`src/rtl/dlx_mem_arb.sv`:
```
// Memory arbiter for the DLX I-cache and D-cache: grants one side at a time and
// runs a LINE_WORDS-beat refill or write-back burst against a single memory port.
module dlx_mem_arb #(
    parameter int LINE_WORDS = 4,
    parameter int ADDR_W     = 32
) (
    input  logic                          clk,
    input  logic                          rst,
    input  logic                          ic_req,
    input  logic [ADDR_W-1:0]             ic_addr,
    input  logic                          dc_req,
    input  logic                          dc_we,
    input  logic [ADDR_W-1:0]             dc_addr,
    input  logic [31:0]                   dc_wdata,
    output logic                          mem_req,
    output logic                          mem_we,
    output logic [ADDR_W-1:0]             mem_addr,
    output logic [31:0]                   mem_wdata,
    input  logic                          mem_ack,
    input  logic [31:0]                   mem_rdata,
    output logic [31:0]                   rdata,
    output logic                          ic_rvalid,
    output logic                          dc_rvalid,
    output logic                          ic_done,
    output logic                          dc_done,
    output logic [$clog2(LINE_WORDS)-1:0] dc_beat,
    output logic                          busy
);

    localparam int BEAT_W = $clog2(LINE_WORDS);
    localparam logic [ADDR_W-1:0] OFF_MASK  = ADDR_W'(LINE_WORDS * 4 - 1);
    localparam logic [BEAT_W-1:0] LAST_BEAT = BEAT_W'(LINE_WORDS - 1);

    typedef enum logic [1:0] {IDLE, XFER, DONE} state_e;
    typedef enum logic {OWN_I, OWN_D} owner_e;

    state_e              state_q, state_d;
    owner_e              owner_q, owner_d;
    owner_e              last_q, last_d;
    owner_e              pick;
    logic                we_q, we_d;
    logic [ADDR_W-1:0]   base_q, base_d;
    logic [BEAT_W-1:0]   beat_q, beat_d;
    logic                mem_req_q, busy_q, ic_done_q, dc_done_q;
    logic                beat_ack;

    // NOTE: every signal gets a default before the case so no path leaves it unassigned (no latches).
    always_comb begin
        state_d = state_q;
        owner_d = owner_q;
        last_d  = last_q;
        we_d    = we_q;
        base_d  = base_q;
        beat_d  = beat_q;
        // On a tie the side that did not own the previous burst wins.
        pick    = (dc_req && (!ic_req || last_q == OWN_I)) ? OWN_D : OWN_I;
        unique case (state_q)
            IDLE: begin
                if (ic_req || dc_req) begin
                    owner_d = pick;
                    last_d  = pick;
                    we_d    = (pick == OWN_D) ? dc_we : 1'b0;
                    base_d  = ((pick == OWN_D) ? dc_addr : ic_addr) & ~OFF_MASK;
                    beat_d  = '0;
                    state_d = XFER;
                end
            end
            XFER: begin
                if (mem_ack) begin
                    if (beat_q == LAST_BEAT) state_d = DONE;
                    else                     beat_d  = beat_q + 1'b1;
                end
            end
            DONE:    state_d = IDLE;
            default: state_d = IDLE;
        endcase
    end

    // NOTE: sequential state uses non-blocking assignments so all registers update together.
    always_ff @(posedge clk or posedge rst) begin
        if (rst) begin
            state_q   <= IDLE;
            owner_q   <= OWN_I;
            last_q    <= OWN_I;
            we_q      <= 1'b0;
            base_q    <= '0;
            beat_q    <= '0;
            mem_req_q <= 1'b0;
            busy_q    <= 1'b0;
            ic_done_q <= 1'b0;
            dc_done_q <= 1'b0;
        end else begin
            state_q   <= state_d;
            owner_q   <= owner_d;
            last_q    <= last_d;
            we_q      <= we_d;
            base_q    <= base_d;
            beat_q    <= beat_d;
            mem_req_q <= (state_d == XFER);
            busy_q    <= (state_d != IDLE);
            ic_done_q <= (state_d == DONE) && (owner_d == OWN_I);
            dc_done_q <= (state_d == DONE) && (owner_d == OWN_D);
        end
    end

    // mem_req_q is high exactly while in XFER, so it gates every burst-phase output.
    assign beat_ack  = mem_req_q & mem_ack;
    assign mem_req   = mem_req_q;
    assign busy      = busy_q;
    assign ic_done   = ic_done_q;
    assign dc_done   = dc_done_q;
    assign mem_we    = mem_req_q & we_q;
    assign mem_addr  = mem_req_q ? (base_q + ADDR_W'({beat_q, 2'b00})) : '0;
    assign mem_wdata = (mem_req_q && owner_q == OWN_D && we_q) ? dc_wdata : '0;
    assign ic_rvalid = beat_ack && !we_q && (owner_q == OWN_I);
    assign dc_rvalid = beat_ack && !we_q && (owner_q == OWN_D);
    assign rdata     = (ic_rvalid || dc_rvalid) ? mem_rdata : '0;
    assign dc_beat   = mem_req_q ? beat_q : '0;

endmodule

```
`config.mk`:
```
export PLATFORM = sky130hd
export DESIGN_NAME = dlx_mem_arb
export DESIGN_NICKNAME = d
export VERILOG_FILES = /design/src/rtl/dlx_mem_arb.sv
export SDC_FILE = /design/constraint.sdc
export NUM_CORES = 1
export LEC_CHECK = 0
export CAP_MARGIN = 25
export CORE_MARGIN = 2
export CORE_UTILIZATION = 30
export DETAILED_ROUTE_END_ITERATION = 10
export GPL_TIMING_DRIVEN = 1
export MAX_ROUTING_LAYER = met4
export PLACE_DENSITY = 0.88
export SYNTH_ARGS = -nofsm -noshare
export SYNTH_HDL_FRONTEND = slang
export SYNTH_SLANG_ARGS = --single-unit
```
`constraint.sdc`:
```
create_clock -name clk -period 1.35 [get_ports clk]
set_input_delay 0.2025 -clock clk [delete_from_list [all_inputs] [get_ports clk]]
set_output_delay 0.2025 -clock clk [all_outputs]
set_load 0.005 [all_outputs]
```
==> results of run 1 <==
## routing by layer
layer,wire (um),vias up
li1,-,1407
met1,4120,1396
met2,5770,153
met3,1080,24
met4,293,0
met5,0,-
## cell families after synthesis
kind of cell | share of synthesized area, %
other | 0.153
buffers and inverters | 5.50
AOI/OAI and AO/OA | 10.1
DFF | 39.7
adders and majority gates | 0.509
muxes | 11.4
and+or+nand+nor | 32.6
## state kept, by name (all words and copies together) (netlist names)
| name | flops |
|---|---|
| owner_q | 1 |
| we_q | 1 |
| busy | 1 |
| base_q | 28 |
| mem_req | 1 |
| state_q | 2 |
| beat_q | 2 |
| ic_done | 1 |
| last_q | 1 |
| dc_done | 1 |
## worst max-delay path: stages, from the launching register on
cell and delay [ns]:
dfrtp_2 0.47, buf_6 0.14, nand2_4 0.06, nor2_4 0.20, buf_6 0.17, and2_1 0.12
buf_2 0.13
## what timing repair did
item	4_1_cts	5_1_grt
resized for setup	351	235
cloned	4	6
buffers inserted	11	12
pin swaps	5	67
endpoints found under the setup margin	101	117
## cell usage after synthesis (all sizes together)
| cell type | instances | area (um2) |
|---|---|---|
| and2 | 97 | 607 |
| mux2i | 28 | 280 |
| a32o | 1 | 10.0 |
| a31oi | 2 | 12.5 |
| a22o | 2 | 26.3 |
| nor3 | 2 | 10.0 |
| o31ai | 1 | 7.51 |
| o21ai | 30 | 154 |
| and3 | 2 | 12.5 |
| nor2 | 3 | 18.8 |
| nand2b | 1 | 6.26 |
| and2b | 1 | 7.51 |
| ha | 1 | 12.5 |
| a21boi | 1 | 18.8 |
| dfrtp | 39 | 976 |
| a21oi | 1 | 5.00 |
| conb | 1 | 3.75 |
| buf | 12 | 88.8 |
| clkbuf | 10 | 38.8 |
| nand2 | 36 | 135 |
| o21a | 1 | 7.51 |
| inv | 2 | 7.51 |
| a21o | 1 | 7.51 |
| nand3 | 1 | 5.00 |
## cell usage in the layout, fill, tap and decap left out, types with 2 or more instances in the layout
cell type | netlist | layout
and2_1 | 97 | 22
buf_6 | 3 | 90
nor2_4 | 1 | 2
clkdlybuf4s50_1 | 0 | 124
buf_4 | 4 | 10
nand2_1 | 36 | 34
clkbuf_2 | 1 | 9
o21ai_1 | 20 | 26
clkbuf_16 | 0 | 4
mux2i_1 | 28 | 24
buf_2 | 5 | 20
clkbuf_8 | 0 | 6
conb_1 | 1 | 2
o21ai_0 | 9 | 3
a31oi_1 | 2 | 2
dlymetal6s2s_1 | 0 | 4
dfrtp_1 | 39 | 38
and2_4 | 0 | 75
buf_12 | 0 | 8
mux2i_2 | 0 | 4
inv_1 | 2 | 2
## final cells by class
type	instances	area, um2	share of cell area [%]
repair buffers	271	2830	50.0
multi-input cells	214	1590	28.1
flip-flops and latches	39	977	17.3
well taps	105	131	2.32
clock buffers	6	82.6	1.46
clock inverters	2	35.0	0.620
inverters	2	7.51	0.133
diodes	1	2.50	0.0443
## power by group
part	total, mW	internal (mW)	switching, mW	leakage [nW]
logic	5.76	3.55	2.22	2.18
registers	2.02	1.70	0.323	0.480
clock network	1.03	0.599	0.432	0.0612
total	8.82	5.84	2.97	2.72
## final timing paths
path,startpoint,cells after the start,slack [ns],end
worst max-delay path,mem_req,6,-0.44,rdata[24]
worst min-delay path,rst,3,0.29,base_q[6]
worst max register to register,last_q,4,0,base_q[29]
worst min register to register,base_q[4],2,0.49,base_q[4]
max in group asynchronous,rst,3,0.86,mem_req
min in group clk,ic_req,3,0.38,last_q
==> impl_metrics.yaml, run 1 <==
clock_tree:
  cts_tree: "yes"
  cts.path.max_buffers: 2
  clockRootBuffer: "clkbuf_8"
  cts.clk_slew.worst_paths_ns: 0.08
  cts.htree.levels: 2
  clkSinkCount: 39
  hold_buffers: 0
  cts_inserted_buffers: 5
  clock_latency_ns: 0.29
global_route:
  use_met2_pct: 38.7
  grt_pass1_wl_mm: 15.3
  overflow: 0
  grt_max_degree: 40
  grtUsageMet3_pct: 7.42
  top_usage_layer: "met2"
  grt_antenna_before_repair: 1
  grt_use_met1_pct: 25.4
  grt_pass1_vias: 2966
  gr-usage-all-layers_pct: 22.7
sta:
  fmax_mhz: 558
  setup_ws_ns: -0.442
  fin_setup_tns_ns: -31.74
  clock_skew_ns: 0.00549
  hold_violations: 0
  drv_slew: 0
  fin_hold_ws_ns: 0.288
  finalCriticalPeriod_ns: 1.79
  grt_setup_unrepaired: "true"
  final-setup-viol-count: 100
  timing.final.crit_share_pct: 133
route:
  drt_wl_total_mm: 11.3
  drt_iter0_drc: 123
  num_vias: 2980
  wire_per_inst_um: 17.6
  firstDrtPassIters: 4
  drcViolationCount: 0
  vias_per_cell: 4.66
  detail-route-antenna-nets: 0
final_layout:
  fillers: 569
  fin_cells: 640
  utilization_pct: 69.9
  nets: 668
  fin_area_um2: 5650
  syn_to_final_growth_pct: 130
  layout-drive-gt1-share_pct: 45.1
place:
  portBuffers: 228
  dpl-instance-area_um2: 4960
  dp.final_hpwl_mm: 7.49
  dp_slack_ns: -0.651
  placedCellCount: 604
  gp_congestion: 0.847
floorplan:
  rows: 33
  die_area_um2: 8940
  fp.dieW_um: 94.5
  io_pins: 239
  die_h_um: 94.5
  start_util_pct: 30.4
  core_um2: 8090
synthesis:
  syn_area_um2: 2460
  netlist_instances: 276
  yosysUniqueCellTypes: 31
  yosysSeqAreaShare_pct: 39.7
  yosys_warnings: 0
  synth-seq-cells: 39
  syn_avg_cell_area_um2: 8.91
run_status:
  status: "finished with violations"
  violations: "negative setup slack"
setup_path:
  cp-start-kind: "register"
  required_ns: 1.15
  crit_fanout: 8
  path_class: "register to output pin"
  endpoint_kind: "output pin"
  critPathArrivalTime_ns: 1.59
power:
  peakVddDrop_mv: 0.919
  powerDensity_nw_per_um2: 1560
  power.total_mw: 8.82
  leakagePower_nw: 2.72
hold_path:
  hp-class: "input pin to asynchronous set/reset pin"
flow_run:
  maxCapViolations: 0
Note: power is estimated with default switching activity, not from simulation.
==> run 2: changes to the inputs <==
--- a/config.mk
+++ b/config.mk
@@ -10,6 +10,7 @@
 export CORE_UTILIZATION = 30
 export DETAILED_ROUTE_END_ITERATION = 10
 export GPL_TIMING_DRIVEN = 1
+export HOLD_SLACK_MARGIN = 0.15
 export MAX_ROUTING_LAYER = met4
 export PLACE_DENSITY = 0.88
 export SYNTH_ARGS = -nofsm -noshare
==> results of run 2 <==
No change in the layout: final DEF, timing and power equal those of run 1.
==> run 3: changes to the inputs <==
--- a/config.mk
+++ b/config.mk
@@ -6,13 +6,15 @@
 export NUM_CORES = 1
 export LEC_CHECK = 0
 export CAP_MARGIN = 25
+export CELL_PAD_IN_SITES_DETAIL_PLACEMENT = 0
+export CELL_PAD_IN_SITES_GLOBAL_PLACEMENT = 1
 export CORE_MARGIN = 2
-export CORE_UTILIZATION = 30
+export CORE_UTILIZATION = 20
 export DETAILED_ROUTE_END_ITERATION = 10
 export GPL_TIMING_DRIVEN = 1
 export HOLD_SLACK_MARGIN = 0.15
 export MAX_ROUTING_LAYER = met4
-export PLACE_DENSITY = 0.88
+export PLACE_DENSITY = 0.89
 export SYNTH_ARGS = -nofsm -noshare
 export SYNTH_HDL_FRONTEND = slang
 export SYNTH_SLANG_ARGS = --single-unit
==> run 3 against run 2 <==
The run still ends with negative setup slack left. Critical path depth is 1 higher. Worst setup slack worse by 0.023 ns. Cell area grew 7.3%. Sequential power is essentially flat. Critical endpoint is now mem_wdata[30]. Global-route usage is 6.8 points lower. Register-to-register slack improved by 0.03 ns.
==> impl_metrics.yaml, run 3 (synthesis results as in run 1) <==
floorplan:
  die_area_um2: 13200
  io_pins: 239
  die_h_um: 115
  fp.dieW_um: 115
  rows: 40
  start_util_pct: 20.5
  core_um2: 12000
setup_path:
  crit_fanout: 6
  cp_slowest_cell: "dfrtp_2"
  reg2regPathDepth: 5
  endpoint_kind: "output pin"
  required_ns: 1.15
  path_class: "register to output pin"
  path_cells: "buf_6 > and3_4 > buf_6 > buf_16 > buf_12 > and2_4 > buf_6"
  crit_family: "buffers and inverters"
  critPathArrivalTime_ns: 1.61
  worst-path-buf-inv: 5
  crit_top_cell: "buf_6"
  worstSetupPathDepth: 7
  max_stage_delay_ns: 0.42
  cp-start-kind: "register"
final_layout:
  fillers: 1083
  layout-drive-gt1-share_pct: 47.3
  top_register: "base_q"
  largest_reg_flops: 28
  utilization_pct: 50.5
  syn_to_final_growth_pct: 147
  final_common_cell: "clkdlybuf4s50_1"
  nets: 694
  final_cell_mix: "clkdlybuf4s50_1 (124), buf_6 (97), and2_4 (73)"
  regArea_um2: 977
  top_regs: "base_q (28), beat_q (2), state_q (2)"
  num_antenna_cells: 0
  multi_input_area_um2: 1600
clock_tree:
  clockRootBuffer: "clkbuf_16"
  cts.htree.levels: 2
  cts.path.max_buffers: 2
  cts_inserted_buffers: 5
  clkSinkCount: 39
  hold_buffers: 0
  cts.clk_slew.worst_paths_ns: 0.06
  cts_tree: "yes"
  clock_latency_ns: 0.28
sta:
  final-setup-viol-count: 100
  grt_setup_unrepaired: "true"
  tightest_slew_ns: 0.503
  timing.final.crit_share_pct: 134
  clock_skew_ns: 0.00644
  fmax_mhz: 551
  finalCriticalPeriod_ns: 1.82
  hold_violations: 0
  setup_ws_ns: -0.465
  drv_slew: 0
  relSlewSlack_pct: 66.4
route:
  drt_wl_total_mm: 12.2
  num_vias: 3031
  wire_per_inst_um: 17.3
  vias_per_cell: 4.29
  drt_iter0_drc: 151
  detail-route-antenna-nets: 0
  firstDrtPassIters: 4
  drcViolationCount: 0
global_route:
  grt_max_degree: 57
  grt_pass1_wl_mm: 15.9
  use_met2_pct: 29.9
  grt_use_met1_pct: 16.8
  top_usage_layer: "met2"
  gr-usage-all-layers_pct: 16.0
  grt_antenna_before_repair: 0
  grtUsageMet3_pct: 4.43
  grt_pass1_vias: 3052
  overflow: 0
power:
  powerDensity_nw_per_um2: 1600
  leakagePower_nw: 2.92
  power.total_mw: 9.68
  peakVddDrop_mv: 0.655
flow_run:
  maxCapViolations: 0
place:
  dp.final_hpwl_mm: 7.71
  gp_congestion: 0.773
  dp_slack_ns: -0.663
  portBuffers: 228
run_status:
  status: "finished with violations"
  violations: "negative setup slack"
hold_path:
  hp-class: "input pin to asynchronous set/reset pin"
[run 3: changes by cell type in the layout (fill, tap and decap cells not counted), sizes merged]
cell,previous run,this run
buf,130,147
inv,2,1
diode,1,0
clkinv,1,2
clkbuf,19,28
[run 3: per-layer routing]
layer,vias up,share of wire [%]
met2,143,54
met3,7,7.6
met4,0,0.76
met5,-,0
li1,1460,-
met1,1421,38
[run 3: through the flow]
stage | std cells | cell area (um2) | hold WS, ns | TNS [ns]
finish | 707 | 6070 | 0.256 | -28.33
CTS | 688 | 5660 | 0.260 | -26.15
global route | 707 | 6070 | 0.296 | -32.89
detailed placement | 647 | 5000 | 0.466 | -46.11
floorplan | 277 | 2460 | 0.307 | 0
global placement | 647 | 5000 | 0.458 | -46.91
[run 3: final cells by class]
type                       count  area share (%)
clock buffer                   6            2.29
tap                          147            3.03
timing repair buffer         297            51.5
sequential                    39            16.1
multi-input combinational    214            26.3
clock inverter                 2           0.577
inverter                       2           0.124
[run 3: worst reg2reg max path, cell delays in order, from the launching register on]
cell     delay (ns)
dfrtp_1        0.42
nor2_4         0.19
o21ai_4        0.18
buf_6          0.18
a31oi_4        0.16
o31ai_2        0.09
[run 3: repair_timing]
item                       4_1_cts  5_1_grt
hold endpoints to repair         0        0
gates resized for setup        500       80
buffers inserted                28       12
setup endpoints to repair      100      126
gates cloned                     6        8
pin swaps                       48       21
[run 3: worst paths after layout]
| check | startpoint | endpoint | slack (ns) |
|---|---|---|---|
| max reg2reg | state_q[1] | beat_q[1] | 0.03 |
| min | rst | base_q[7] | 0.26 |
| max in group asynchronous | rst | we_q | 0.88 |
| min in group clk | ic_req | last_q | 0.38 |
| min reg2reg | base_q[31] | base_q[31] | 0.48 |
| max | we_q | mem_wdata[30] | -0.47 |
[run 3: where the power goes]
group | switching [mW] | total [mW] | internal, mW | leakage (nW)
Sequential | 0.306 | 2.01 | 1.70 | 0.479
Combinational | 2.39 | 6.28 | 3.90 | 2.36
Clock | 0.474 | 1.39 | 0.919 | 0.0868
